File: src/rtl/pipe_reg_stage_if.sv
// Handshake bundle for one pipeline register stage: upstream valid/ready/data,
// downstream valid/ready/data and the occupancy readout.
interface pipe_reg_stage_if #(
  parameter int WIDTH = 32
);
  logic             in_valid;
  logic             in_ready;
  logic [WIDTH-1:0] in_data;
  logic             out_valid;
  logic             out_ready;
  logic [WIDTH-1:0] out_data;
  logic [1:0]       count;

  // Driver/observer side (upstream producer plus downstream consumer)
  modport master (
    output in_valid, in_data, out_ready,
    input  in_ready, out_valid, out_data, count
  );

  // The register stage itself
  modport slave (
    input  in_valid, in_data, out_ready,
    output in_ready, out_valid, out_data, count
  );
endinterface

File: src/rtl/pipe_reg_stage.sv
// Generic pipeline register between adjacent stages. SKID=1 adds a second
// entry so in_ready is a function of held state only; SKID=0 is a single
// register whose in_ready looks through to out_ready. rdy=0 freezes
// everything, flush empties the stage and exposes the BUBBLE encoding.
module pipe_reg_stage #(
  parameter int               WIDTH  = 32,
  parameter logic [WIDTH-1:0] BUBBLE = '0,
  parameter bit               SKID   = 1'b1
) (
  input logic             clk,
  input logic             rst,
  input logic             rdy,
  input logic             flush,
  pipe_reg_stage_if.slave bus
);

  typedef enum logic [1:0] {
    EMPTY = 2'd0,
    ONE   = 2'd1,
    FULL  = 2'd2
  } state_t;

  logic             main_valid;
  logic [WIDTH-1:0] main_data;
  logic             in_ready_w;
  logic [1:0]       count_w;
  logic             in_fire;
  logic             out_fire;

  // A transfer only happens when the global rdy is high.
  assign in_fire  = bus.in_valid & in_ready_w & rdy;
  assign out_fire = main_valid & bus.out_ready & rdy;

  generate
    if (SKID) begin : g_skid
      state_t           state_reg, state_next;
      logic [WIDTH-1:0] main_data_reg, main_data_next;
      logic [WIDTH-1:0] skid_data_reg, skid_data_next;

      // Next-state: main is always the head, skid only holds the entry
      // that arrived while downstream stalled. Flush overrides everything.
      always_comb begin
        state_next     = state_reg;
        main_data_next = main_data_reg;
        skid_data_next = skid_data_reg;
        case (state_reg)
          EMPTY: begin
            if (in_fire) begin
              main_data_next = bus.in_data;
              state_next     = ONE;
            end
          end
          ONE: begin
            if (in_fire && out_fire) begin
              main_data_next = bus.in_data;
            end else if (in_fire) begin
              skid_data_next = bus.in_data;
              state_next     = FULL;
            end else if (out_fire) begin
              state_next = EMPTY;
            end
          end
          FULL: begin
            if (out_fire) begin
              main_data_next = skid_data_reg;
              state_next     = ONE;
            end
          end
          default: state_next = EMPTY;
        endcase
        if (flush) begin
          state_next = EMPTY;
        end
      end

      // State register; payload registers need no reset because the
      // state alone decides whether they are visible.
      always_ff @(posedge clk) begin
        if (rst) begin
          state_reg <= EMPTY;
        end else begin
          state_reg <= state_next;
        end
        main_data_reg <= main_data_next;
        skid_data_reg <= skid_data_next;
      end

      assign main_valid = (state_reg != EMPTY);
      assign main_data  = main_data_reg;
      assign in_ready_w = !rst && (state_reg != FULL);
      assign count_w    = 2'(state_reg);
    end else begin : g_single
      logic             main_valid_reg, main_valid_next;
      logic [WIDTH-1:0] main_data_reg, main_data_next;

      // Load on accept, clear on drain without refill, empty on flush.
      always_comb begin
        main_valid_next = main_valid_reg;
        main_data_next  = main_data_reg;
        if (in_fire) begin
          main_valid_next = 1'b1;
          main_data_next  = bus.in_data;
        end else if (out_fire) begin
          main_valid_next = 1'b0;
        end
        if (flush) begin
          main_valid_next = 1'b0;
        end
      end

      // Single holding register.
      always_ff @(posedge clk) begin
        if (rst) begin
          main_valid_reg <= 1'b0;
        end else begin
          main_valid_reg <= main_valid_next;
        end
        main_data_reg <= main_data_next;
      end

      assign main_valid = main_valid_reg;
      assign main_data  = main_data_reg;
      assign in_ready_w = !rst && (!main_valid_reg || bus.out_ready);
      assign count_w    = {1'b0, main_valid_reg};
    end
  endgenerate

  assign bus.in_ready  = in_ready_w;
  assign bus.out_valid = main_valid;
  assign bus.out_data  = main_valid ? main_data : BUBBLE;
  assign bus.count     = count_w;

endmodule

File: src/flat_wrapper.sv
// flat-port wrapper written by rule: the top's interface ports become plain ports
module pipe_reg_stage_flat 
#(
  parameter int               WIDTH  = 32,
  parameter logic [WIDTH-1:0] BUBBLE = '0,
  parameter bit               SKID   = 1'b1
)
  (clk, rst, rdy, flush, bus_in_valid, bus_in_data, bus_out_ready, bus_in_ready, bus_out_valid, bus_out_data, bus_count);
  pipe_reg_stage_if #(.WIDTH(WIDTH)) bus_i ();
  input logic clk;
  input logic rst;
  input logic rdy;
  input logic flush;
  input wire logic [$bits(bus_i.in_valid)-1:0] bus_in_valid;
  input wire logic [$bits(bus_i.in_data)-1:0] bus_in_data;
  input wire logic [$bits(bus_i.out_ready)-1:0] bus_out_ready;
  output wire logic [$bits(bus_i.in_ready)-1:0] bus_in_ready;
  output wire logic [$bits(bus_i.out_valid)-1:0] bus_out_valid;
  output wire logic [$bits(bus_i.out_data)-1:0] bus_out_data;
  output wire logic [$bits(bus_i.count)-1:0] bus_count;
  assign bus_i.in_valid = bus_in_valid;
  assign bus_i.in_data = bus_in_data;
  assign bus_i.out_ready = bus_out_ready;
  assign bus_in_ready = bus_i.in_ready;
  assign bus_out_valid = bus_i.out_valid;
  assign bus_out_data = bus_i.out_data;
  assign bus_count = bus_i.count;
  pipe_reg_stage #(.WIDTH(WIDTH), .BUBBLE(BUBBLE), .SKID(SKID)) u_core (.clk(clk), .rst(rst), .rdy(rdy), .flush(flush), .bus(bus_i));
endmodule
File: config.mk
export PLATFORM = sky130hd
export DESIGN_NAME = pipe_reg_stage_flat
export DESIGN_NICKNAME = d
export VERILOG_FILES = /design/src/rtl/pipe_reg_stage_if.sv /design/src/rtl/pipe_reg_stage.sv /design/src/flat_wrapper.sv
export SDC_FILE = /design/constraint.sdc
export NUM_CORES = 1
export LEC_CHECK = 0
export ABC_AREA = 1
export CAP_MARGIN = 20
export CORE_UTILIZATION = 52
export CTS_CLUSTER_DIAMETER = 120
export DETAILED_ROUTE_END_ITERATION = 8
export GPL_ROUTABILITY_DRIVEN = 0
export HOLD_SLACK_MARGIN = 0.12
export PLACE_DENSITY_LB_ADDON = 0.08
export SETUP_SLACK_MARGIN = 0.5
export SYNTH_ARGS = -nofsm -noshare
export SYNTH_HDL_FRONTEND = slang
export SYNTH_SLANG_ARGS = --single-unit
export TNS_END_PERCENT = 100
File: constraint.sdc
create_clock -name clk -period 5.2 [get_ports clk]
set_input_delay 1.04 -clock clk [delete_from_list [all_inputs] [get_ports clk]]
set_output_delay 1.04 -clock clk [all_outputs]
set_load 0.01 [all_outputs]
==> impl_results.md <==
- H-Tree Depth: 3
- DR iter-0 viols: 96
- Run status: finished, final reports clean
- Unique masters post-synth: 16
- Worst vdd ir: 0.215 mV
- RSZ-0062 raised after global routing: no
- TritonRoute pass-1 iters: 4
- Total CTS buffers: 9
- Relative slew margins: 30.8%
- YS warnings: 0
- Pin count of the biggest net entering global routing: 35
- Post-CTS setup buffer count: 0
- Power Dens Cells: 295 mW/mm²
- Clock Skew: 0.00390 ns
- Pwr Total: 1120 µW
- MaxCap Viol Count: 0
- Layout cells sized above 1: 6.94%
- Initial antenna violation count: 0
- Final hold viol count: 0
- IO buf count: 73
- DRC viols: 0
- Crit-path max FO: 3
- Crit path time final: 3.30 ns
- CP endpoint kind: output port
- Cell repeated most along the worst path: clkdlybuf4s50_1
- # diodes: 0
- Register area share after synthesis: 70.5%
- First-pass GRT wire length: 8.32 mm
- Slowest Stage Delay on Critical Path: 0.57 ns
- Critical Path RT: 4.16 ns
- Final period util: 63.5%
- Longest Clk Path Bufs: 2
- Initial Util: 54.1%
- Post-DP HPWL: 3.49 mm
- Hold Crit Class: register to register
- Setup Crit Path Kind: input port to output port
- Core area: 0.00514 mm²
- Post-route ant nets: 0
- Layout Nets: 379
- GRT Residual Overflow: 0
- Most frequent cells in the layout: 101 x nand2_1, 73 x clkdlybuf4s50_1, 64 x edfxtp_1
- Final WL: 5.37 mm
- Static Leak: 0.00159 µW
- DR vias/cell: 4.63
- PostCTS Resize Cnt: 0
- Area growth, synth to finish: 36.0%
- Slew Limit Fails: 0
- Mean routed wirelength per cell: 12.9 µm
- Slew at the pin closest to its max-slew limit: 1.04 ns
- Setup TNS: 0 ns
- Worst skew pair latency: 0.33 ns
- Synth Cell Area: 0.00278 mm²
- Cell Chain, Critical Path: clkdlybuf4s50_1 -> a21oi_1 -> clkdlybuf4s50_1
- Width of the die: 75.2 µm
- Die area: 0.00565 mm²
- R2R Setup Slk: 2.63 ns
- Vias in the first global route: 1843
- CTS sink cnt: 66
- Crit path max-delay cell type: clkdlybuf4s50_1
- Avg Cell Area, Syn: 10.5 µm²
- Root buf cell: clkbuf_8
- GRT Overall Usage: 21.1%
- Commonest non-fill, non-tap cell in the layout: nand2_1
- Die H: 75.2 µm
- Seq cells post-synth: 66
- IO Pins: 74
- Crit path launch type: input port
- CTS tree: yes
- Fmax achieved: 303 MHz
- DR vias: 1924
- Setup Viol. Count Final: 0
- Hold Slack: 0.513 ns
- Hold_buf cts: 0
- Mapped Nets: 302
- Final core occ: 73.6%
- Cell Rows: 26
- Crit path DAT: 2.26 ns
- Post-synthesis cell count: 264
- Clock-pin slew on the worst setup and hold paths: 0.07 ns
## worst max-delay path, delay by kind of cell
kind | cells | cell delay [ns]
buffers and inverters | 2 | 1.02
AOI/OAI and AO/OA | 1 | 0.20
## area by class of cell
| cell class | count | area [µm²] |
|---|---|---|
| flip-flops and latches | 66 | 1960 |
| multi-input cells | 149 | 611 |
| well taps | 70 | 87.6 |
| clock buffers | 9 | 124 |
| inverters | 40 | 150 |
| repair buffers | 75 | 766 |
| clock inverters | 7 | 83.8 |
| fillers | 403 | 1360 |
## synth_stat cells (all sizes together)
master / instances / area share (%)
nand2: 104 / 14
buf: 9 / 2.6
nor2: 35 / 5.0
dfxtp: 2 / 1.4
nand3: 5 / 1.1
inv: 40 / 5.4
a21oi: 4 / 0.72
edfxtp: 64 / 69
a21boi: 1 / 0.27
## cell families (layout without fill, tap and decap cells)
| family | count (synthesis) | in the layout | share of synthesized area, % |
|---|---|---|---|
| and+or+nand+nor | 144 | 144 | 20.5 |
| AOI/OAI and AO/OA | 5 | 5 | 0.989 |
| DFF | 66 | 66 | 70.5 |
| buffers and inverters | 49 | 131 | 7.96 |
## report_power, final
part | leakage (µW) | internal, µW | switching (µW) | total (µW)
clock | 0.000102 | 264 | 186 | 450
sequential | 0.000598 | 593 | 2.36 | 596
combinational | 0.000890 | 40.7 | 30.9 | 71.6
total | 0.00159 | 898 | 219 | 1120
## stage by stage
stage / worst slack [ns] / cell area [µm²] / instances
finish: 1.90 / 3780 / 416
CTS: 1.91 / 3780 / 416
global placement: 1.90 / 3550 / 399
global route: 1.87 / 3780 / 416
detailed placement: 1.90 / 3580 / 400
floorplan: 1.84 / 2780 / 264
## layer usage
metal	routed length, µm	track usage (%)	vias to the layer above
met1	2170	24.0	884
met4	59	10.9	0
met3	235	5.09	6
met2	2910	37.1	51
li1	-	-	983
met5	0	0	-
## final timing paths
check | from | end | cells past startpoint
setup reg to reg | u_core.bus.count[1]$_SDFFE_PP0P_ | u_core.g_skid.main_data_reg[5]$_DFFE_PP_ | 4
hold reg to reg | u_core.g_skid.skid_data_reg[18]$_DFFE_PP_ | u_core.g_skid.main_data_reg[18]$_DFFE_PP_ | 2
hold / removal | u_core.g_skid.skid_data_reg[18]$_DFFE_PP_ | u_core.g_skid.main_data_reg[18]$_DFFE_PP_ | 2
setup / recovery | rst | bus_in_ready | 3
No activity file was read; power rests on OpenSTA's default activity.
